<file path="src/rtl/cpu_pkg.sv">
// Shared MIPS core definitions: opcode/funct/REGIMM encodings, PC sequencer state
// and target-select enums, plus default reset and halt addresses.
package cpu_pkg;

  localparam logic [5:0] OPCODE_SPECIAL = 6'h00;
  localparam logic [5:0] OPCODE_REGIMM  = 6'h01;
  localparam logic [5:0] OPCODE_J       = 6'h02;
  localparam logic [5:0] OPCODE_JAL     = 6'h03;
  localparam logic [5:0] OPCODE_BEQ     = 6'h04;
  localparam logic [5:0] OPCODE_BNE     = 6'h05;
  localparam logic [5:0] OPCODE_BLEZ    = 6'h06;
  localparam logic [5:0] OPCODE_BGTZ    = 6'h07;

  localparam logic [5:0] FUNCT_JR   = 6'h08;
  localparam logic [5:0] FUNCT_JALR = 6'h09;

  localparam logic [4:0] REGIMM_BLTZ   = 5'h00;
  localparam logic [4:0] REGIMM_BGEZ   = 5'h01;
  localparam logic [4:0] REGIMM_BLTZAL = 5'h10;
  localparam logic [4:0] REGIMM_BGEZAL = 5'h11;

  localparam logic [31:0] DEFAULT_RESET_VECTOR = 32'hBFC0_0000;
  localparam logic [31:0] DEFAULT_HALT_ADDR    = 32'h0000_0000;

  typedef enum logic [1:0] {
    PCS_RUN    = 2'b00,
    PCS_DELAY  = 2'b01,
    PCS_HALTED = 2'b10
  } pc_seq_state_t;

  typedef enum logic [1:0] {
    TGT_BRANCH = 2'b00,
    TGT_JUMP   = 2'b01,
    TGT_REG    = 2'b10
  } target_sel_t;

  // True for the REGIMM sub-ops that compare rs against zero.
  function automatic logic is_regimm_branch(input logic [4:0] rt_field);
    return (rt_field == REGIMM_BLTZ)   || (rt_field == REGIMM_BGEZ) ||
           (rt_field == REGIMM_BLTZAL) || (rt_field == REGIMM_BGEZAL);
  endfunction

endpackage

</file>
<file path="src/rtl/branch_condition.sv">
// Combinational control-transfer decoder: classifies the instruction, evaluates
// its signed condition and selects which target source applies.
module branch_condition
  import cpu_pkg::*;
(
  input  logic [5:0]  opcode,
  input  logic [4:0]  rt_field,
  input  logic [5:0]  funct,
  input  logic [31:0] rs_data,
  input  logic [31:0] rt_data,
  output logic        is_transfer,
  output logic        taken,
  output logic        is_link,
  output target_sel_t target_sel
);

  logic rs_neg;
  logic rs_zero;

  assign rs_neg  = rs_data[31];
  assign rs_zero = (rs_data == 32'd0);

  always_comb begin
    is_transfer = 1'b0;
    taken       = 1'b0;
    is_link     = 1'b0;
    target_sel  = TGT_BRANCH;
    case (opcode)
      OPCODE_SPECIAL: begin
        if ((funct == FUNCT_JR) || (funct == FUNCT_JALR)) begin
          is_transfer = 1'b1;
          taken       = 1'b1;
          is_link     = (funct == FUNCT_JALR);
          target_sel  = TGT_REG;
        end
      end
      OPCODE_J, OPCODE_JAL: begin
        is_transfer = 1'b1;
        taken       = 1'b1;
        is_link     = (opcode == OPCODE_JAL);
        target_sel  = TGT_JUMP;
      end
      OPCODE_BEQ: begin
        is_transfer = 1'b1;
        taken       = (rs_data == rt_data);
      end
      OPCODE_BNE: begin
        is_transfer = 1'b1;
        taken       = (rs_data != rt_data);
      end
      OPCODE_BLEZ: begin
        is_transfer = 1'b1;
        taken       = rs_neg || rs_zero;
      end
      OPCODE_BGTZ: begin
        is_transfer = 1'b1;
        taken       = !rs_neg && !rs_zero;
      end
      OPCODE_REGIMM: begin
        // Bit 0 of rt_field picks GEZ over LTZ; bit 4 marks the linking variants.
        if (is_regimm_branch(rt_field)) begin
          is_transfer = 1'b1;
          taken       = rt_field[0] ? !rs_neg : rs_neg;
          is_link     = rt_field[4];
        end
      end
      default: ;
    endcase
  end

endmodule

</file>
<file path="src/rtl/pc_sequencer.sv">
// Architectural PC owner: branch/jump resolution, one-instruction delay slot,
// link address and halt-on-jump-to-HALT_ADDR.
// Optional macro PC_SEQ_ALIGN_CHECK_EN: misaligned JR/JALR targets fault and halt.
module pc_sequencer
  import cpu_pkg::*;
#(
  parameter logic [31:0] RESET_VECTOR = DEFAULT_RESET_VECTOR,
  parameter logic [31:0] HALT_ADDR    = DEFAULT_HALT_ADDR
) (
  input  logic        clk,
  input  logic        reset,
  input  logic        retire,
  input  logic [5:0]  opcode,
  input  logic [4:0]  rt_field,
  input  logic [5:0]  funct,
  input  logic [31:0] rs_data,
  input  logic [31:0] rt_data,
  input  logic [31:0] branch_offset,
  input  logic [25:0] jump_index,
  output logic [31:0] pc,
  output logic        active,
  output logic        link_en,
  output logic [31:0] link_addr,
  output logic        in_delay_slot,
  output logic        misaligned_fault
);

  pc_seq_state_t state, state_next;
  target_sel_t   target_sel;

  logic [31:0] pc_next;
  logic [31:0] pc_plus4;
  logic [31:0] target;
  logic [31:0] pending_target;
  logic [31:0] pending_next;
  logic        is_transfer;
  logic        taken;
  logic        is_link;
  logic        take_now;
  logic        misalign_hit;

  branch_condition u_branch_condition (
    .opcode      (opcode),
    .rt_field    (rt_field),
    .funct       (funct),
    .rs_data     (rs_data),
    .rt_data     (rt_data),
    .is_transfer (is_transfer),
    .taken       (taken),
    .is_link     (is_link),
    .target_sel  (target_sel)
  );

  assign pc_plus4 = pc + 32'd4;

  always_comb begin
    target = pc_plus4 + branch_offset;
    case (target_sel)
      TGT_JUMP: target = {pc_plus4[31:28], jump_index, 2'b00};
      TGT_REG:  target = rs_data;
      default:  target = pc_plus4 + branch_offset;
    endcase
  end

  // Transfers decoded inside a delay slot are suppressed, including their link.
  assign take_now      = (state == PCS_RUN) && is_transfer && taken;
  assign link_en       = (state == PCS_RUN) && is_link;
  assign link_addr     = pc + 32'd8;
  assign in_delay_slot = (state == PCS_DELAY);
  assign active        = (state != PCS_HALTED);

`ifdef PC_SEQ_ALIGN_CHECK_EN
  logic pending_misaligned;
  logic fault_q;

  // Remember the alignment of a taken register jump until its delay slot retires.
  always_ff @(posedge clk) begin
    if (reset) begin
      pending_misaligned <= 1'b0;
      fault_q            <= 1'b0;
    end else if (retire) begin
      if (state == PCS_RUN)
        pending_misaligned <= take_now && (target_sel == TGT_REG) && (rs_data[1:0] != 2'b00);
      if ((state == PCS_DELAY) && pending_misaligned)
        fault_q <= 1'b1;
    end
  end

  assign misalign_hit     = pending_misaligned;
  assign misaligned_fault = fault_q;
`else
  assign misalign_hit     = 1'b0;
  assign misaligned_fault = 1'b0;
`endif

  always_ff @(posedge clk) begin
    if (reset) begin
      state          <= PCS_RUN;
      pc             <= RESET_VECTOR;
      pending_target <= 32'd0;
    end else begin
      state          <= state_next;
      pc             <= pc_next;
      pending_target <= pending_next;
    end
  end

  always_comb begin
    state_next   = state;
    pc_next      = pc;
    pending_next = pending_target;
    if (retire) begin
      case (state)
        PCS_RUN: begin
          pc_next = pc_plus4;
          if (take_now) begin
            pending_next = target;
            state_next   = PCS_DELAY;
          end
        end
        PCS_DELAY: begin
          if (misalign_hit || (pending_target == HALT_ADDR)) begin
            state_next = PCS_HALTED;
          end else begin
            pc_next    = pending_target;
            state_next = PCS_RUN;
          end
        end
        default: ;
      endcase
    end
  end

endmodule
</file>
<file path="config.mk">
export PLATFORM = sky130hd
export DESIGN_NAME = pc_sequencer
export DESIGN_NICKNAME = d
export VERILOG_FILES = /design/src/rtl/cpu_pkg.sv /design/src/rtl/branch_condition.sv /design/src/rtl/pc_sequencer.sv
export SDC_FILE = /design/constraint.sdc
export NUM_CORES = 1
export LEC_CHECK = 0
export ABC_AREA = 1
export ABC_CLOCK_PERIOD_IN_PS = 4800
export CAP_MARGIN = 20
export CORE_MARGIN = 2
export CORE_UTILIZATION = 50
export DETAILED_ROUTE_END_ITERATION = 10
export PLACE_DENSITY = 0.83
export SYNTH_ARGS = -nofsm -noshare
export SYNTH_HDL_FRONTEND = slang
export SYNTH_SLANG_ARGS = --single-unit
</file>
<file path="constraint.sdc">
create_clock -name clk -period 4.8 [get_ports clk]
set_clock_uncertainty 0.05 [all_clocks]
set_input_delay 1.2 -clock clk [delete_from_list [all_inputs] [get_ports clk]]
set_output_delay 1.2 -clock clk [all_outputs]
set_load 0.1 [all_outputs]
</file>
Word-level counts from Yosys, hierarchy flattened
Cells that the tools add are included.
{"block": "word_totals", "wordCells": 65, "in_bits": 142, "regBits": 66, "output_inout_bits": 68}
{"block": "op_classes", "add_sub_neg": 3, "reduce_logical": 22, "n_eq_ne": 20, "muxes": 17}
{"op": "$pmux W32 S2", "count": 2}
{"op": "$logic_not A32 Y1", "count": 2}
{"op": "$add A32 B3 Y32 const B", "count": 1}
{"op": "$add A32 B32 Y32", "count": 1}
{"op": "$add A32 B4 Y32 const B", "count": 1}
{"op": "$eq A32 B32 Y1", "count": 1}
{"op": "$mux W32", "count": 1}
{"op": "$ne A32 B32 Y1", "count": 1}
{"op": "$eq A6 B3 Y1 const B", "count": 4}
{"op": "$eq A6 B2 Y1 const B", "count": 2}
{"op": "$eq A6 B4 Y1 const B", "count": 2}
{"op": "$eq A5 B5 Y1 const B", "count": 2}
{"op": "$reduce_and A3 Y1", "count": 3}
{"op": "$pmux W2 S2", "count": 2}
{"op": "$pmux W1 S7", "count": 1}
{"op": "$eq A6 B1 Y1 const B", "count": 1}
{"op": "$logic_not A6 Y1", "count": 1}
{"op": "$mux W1", "count": 6}
{"op": "$mux W2", "count": 3}
{"op": "$ne A2 B2 Y1 const B", "count": 3}
{"op": "$pmux W1 S3", "count": 2}
{"op": "$reduce_or A6 Y1", "count": 1}
{"op": "$eq A5 B1 Y1 const B", "count": 1}
{"op": "$logic_not A5 Y1", "count": 1}
{"op": "other kinds (8)", "count": 17}

Longest topological paths before layout
Gate-level depths: netlist (run 1).
{"block": "depth", "depth_word": 10, "ltp_mapped": 23}

By module
A second synthesis (run 1) with hierarchy kept.
{"block": "unflattened", "hier_cells": 1301, "area_unflattened_um2": 7564.8}
{"mod": "pc_sequencer", "n_inst": 1, "area_each_um2": 6736.5, "seq_area_each_um2": 1321.3, "cells_each": 1135}
{"mod": "branch_condition", "n_inst": 1, "area_each_um2": 828.3, "seq_area_each_um2": 0.0, "cells_each": 166}

Worst setup path before layout (run 1)
No wires, ideal clock.
{"block": "synth_path", "path_kind": "flip-flop to output port", "start": "register pc[3]", "end": "output port link_addr[18]", "arrival_ps": 4159, "slack_ps": -609, "stages_incl_launch_ff": 9, "path_cell_list": "dfxtp_1 > inv_1 > nor2_1 > inv_1 > nor3_1 > nand2_1 > inv_1 > nand2_1 > xnor2_1"}
{"block": "synth_via", "elab_chain_len": 1}
{"element": "start, declared", "line_no": "pc_sequencer.sv:20", "source": "output logic [31:0] pc,"}
{"element": "start signal, assigned", "line_no": "pc_sequencer.sv:103", "source": "pc <= pc_next;"}
{"element": "$add A32 B4 Y32", "line_no": "pc_sequencer.sv:68", "source": "assign link_addr = pc + 32'd8;"}
{"element": "end, declared", "line_no": "pc_sequencer.sv:23", "source": "output logic [31:0] link_addr,"}
Every way passes these cells.

Final worst setup path (run 1)
{"block": "layout_path", "start": "input port opcode[1]", "end": "output port link_en"}
{"block": "layout_via", "elab_chain_len": 4}
{"element": "start, declared", "line_no": "pc_sequencer.sv:13", "source": "input logic [5:0] opcode,"}
{"element": "$eq A6 B2 Y1 (on tied branches)", "line_no": "branch_condition.sv:28, branch_condition.sv:40"}
{"element": "$reduce_or A2 Y1", "line_no": "branch_condition.sv:28", "source": "case (opcode)"}
{"element": "$pmux W1 S3 (*)", "line_no": "branch_condition.sv:28"}
{"element": "$logic_and A1 B1 Y1 (*)", "line_no": "pc_sequencer.sv:67", "source": "assign link_en = (state == PCS_RUN) && is_link;"}
{"element": "end, declared", "line_no": "pc_sequencer.sv:22", "source": "output logic link_en,"}
Every way passes the cells marked *; elsewhere a longest branch is shown, timed or not.

==> flow_metrics.tcl, run 1 <==
set metrics [dict create \
    outcome "completed" \
    antennaDiodeCount 0 \
    p_leak_nw 4.84 \
    ant_nets 0 \
    synth.avg_cell_area_um2 5.56 \
    cp.required_ns 3.55 \
    synth_cells 1362 \
    n_fill_cell 1356 \
    crit_buf_inv 4 \
    synth_seq_cells 66 \
    period_minus_slack_ns 4.12 \
    grt_max_degree 54 \
    grt_pass1_wl_um 45900 \
    routed_wl_um 29700 \
    report.final.slew_viol_count 0 \
    die_width_um 127 \
    layout-drive-gt1-share_pct 6.12 \
    p_per_area_mw_per_mm2 230 \
    finalWeightedCongestion 1.02 \
    rrSetupSlack_ns 0.95 \
    min_path_type "reg2reg" \
    path_clk_slew_ns 0.06 \
    finalSetupViolCount 0 \
    overflow 0 \
    fin_crit_sh_pct 85.9 \
    ys_types 46 \
    ioPinCount 210 \
    slew_headroom_pct 32.8 \
    drc_errors 0 \
    placed_cell_area_mm2 0.00981 \
    final_cells 1737 \
    ys_seq_area_share_pct 17.4 \
    root_buffer "clkbuf_16" \
    cp_slowest_cell "clkdlybuf4s50_1" \
    cp_top_family "buffers and inverters" \
    crit_arrival_ns 2.87 \
    cts_sinks 66 \
    grt_pass1_vias 8909 \
    rsz0062_at_grt "no" \
    clockBufferDepth 2 \
    crit_chain "clkdlybuf4s50_1 > inv_2 > nand2_1 > nor3_2 > nand2_1 > inv_1 > nand2_1 > a311oi_2 > buf_12" \
    portBuffers 208 \
    multi_input_area_mm2 0.00548 \
    tns_ns 0 \
    ys_warn_count 0 \
    worst_pin_slew_ns 1.00 \
    wl_per_cell_um 17.1 \
    firstDrtPassIters 9 \
    drtIter0Drc 845 \
    cts_tree "done" \
    layout_common_cells "412 x nand2_1, 226 x nor2_1, 182 x inv_1, 182 x clkdlybuf4s50_1" \
    ir_drop_uv 184 \
    syn_area_mm2 0.00757 \
    cp_common_cell "nand2_1" \
    finalInstanceArea_mm2 0.0101 \
    cts_buffers 9 \
    antenna_found_initial 0 \
    clkLatencyLatePin_ns 0.34 \
    placed_cells 1721 \
    syn_to_final_growth_pct 33.9 \
    track_usage_pct 36.3 \
    hold_ws_ns 0.453 \
    crit_path_start_kind "input port" \
    h-tree-depth 3 \
    rows 44 \
    cts_resized 0 \
    maxCapViolCount 0 \
    ctsHoldBuffers 0 \
    total_power_mw 2.33 \
    hpwl_um 24500 \
    cts_setup_buffers 0 \
    critPathMaxStageDelay_ns 0.51 \
    fp.coreArea_mm2 0.0146 \
    crit_fanout 5 \
    routed-via-count 9651 \
    synth_nets 1543 \
    start_util_pct 51.7 \
    vias_per_cell 5.56 \
    clock.fmax_mhz 243 \
    layout_commonest_cell "nand2_1" \
    nets 1729 \
    dieArea_mm2 0.0161 \
    cp-end-kind "output pin" \
    die_h_um 127 \
    path_class "in2out" \
    hold_viol_final 0 \
    regArea_mm2 0.00132 \
]
[through the flow]
stage / setup WS, ns / utilization [%]
after floorplan: -0.124 / -
after global placement: 0.738 / 67.0
after detailed placement: 0.696 / 67.0
after CTS: 0.686 / 69.2
after global routing: 0.561 / 69.2
final: 0.678 / 69.2
[power by group]
part / leakage, nW / internal, mW / switching (mW)
clock: 0.153 / 0.459 / 0.268
combinational: 4.15 / 0.334 / 0.670
sequential: 0.538 / 0.566 / 0.0317
total: 4.84 / 1.36 / 0.970
[cell type report]
| cell class | instances | area share (%) |
|---|---|---|
| sequential | 66 | 13.0 |
| tap | 184 | 2.27 |
| timing repair buffer | 216 | 20.6 |
| inverter | 186 | 6.88 |
| clock inverter | 7 | 0.999 |
| multi-input combinational | 1069 | 54.0 |
| clock buffer | 9 | 2.22 |
[final timing paths]
path / startpoint / end / depth (start not counted)
setup / recovery: opcode[1] / link_en / 9
hold reg to reg: state[0]$_SDFFE_PP0P_ / state[0]$_SDFFE_PP0P_ / 2
setup reg to reg: pc[2]$_SDFFE_PP0P_ / pending_target[17]$_SDFFE_PP0P_ / 20
hold / removal: state[0]$_SDFFE_PP0P_ / state[0]$_SDFFE_PP0P_ / 2
[state kept, by name, indices dropped and copies added (netlist names)]
name	flops
pc	32
state	2
pending_target	32
[Yosys cell counts (all sizes together)]
master,n,area [um2]
nand2,415,1570
nor2,232,891
inv,183,687
o21ai,70,354
a21oi,67,335
dfxtp,66,1320
nand3,60,318
xor2,44,385
ha,38,475
nor3,29,175
nand4,27,169
xnor2,24,210
a22oi,23,173
clkbuf,22,82.6
buf,19,120
or2,8,50.1
a21o,6,45.0
nand3b,5,37.5
nor4,4,25.0
a22o,3,26.3
clkinv,3,11.3
a31o,2,17.5
o21a,2,15.0
a211oi,1,7.51
a21boi,1,7.51
a311oi,1,8.76
a31oi,1,6.26
and2,1,8.76
conb,1,3.75
fa,1,20.0
o211ai,1,7.51
o21bai,1,7.51
or3,1,6.26
[worst min-delay path, delay by kind of cell, from the launching register on]
| kind | cells | cell delay, ns |
|---|---|---|
| flip-flops | 1 | 0.33 |
| AND/OR/NAND/NOR | 1 | 0.07 |
| AO/OA/AOI/OAI | 1 | 0.05 |
[cells by family after synthesis]
logic type,share of synthesized area (%)
buffers and inverters,11.9
flip-flops,17.4
AND/OR/NAND/NOR,42.9
other,0.0495
XOR/XNOR,7.86
AO/OA/AOI/OAI,13.3
adder cells (fa/ha/maj),6.54
[metal layers]
metal  wire length, um  vias up  GRT usage (%)
li1                  -     4669              -
met1             11000     4294           43.7
met2             13700      579           60.4
met3              3000      109           7.37
met4              1970        0           20.7
met5                 0        -              0
No activity file was read; power rests on OpenSTA's default activity.
==> run 2, diff against run 1 <==
Settings changed: CTS_BUF_LIST from default to sky130_fd_sc_hd__clkbuf_8 sky130_fd_sc_hd__clkbuf_16.
==> results of run 2 <==
The final DEF is identical to that of run 1; final timing and power are the same.
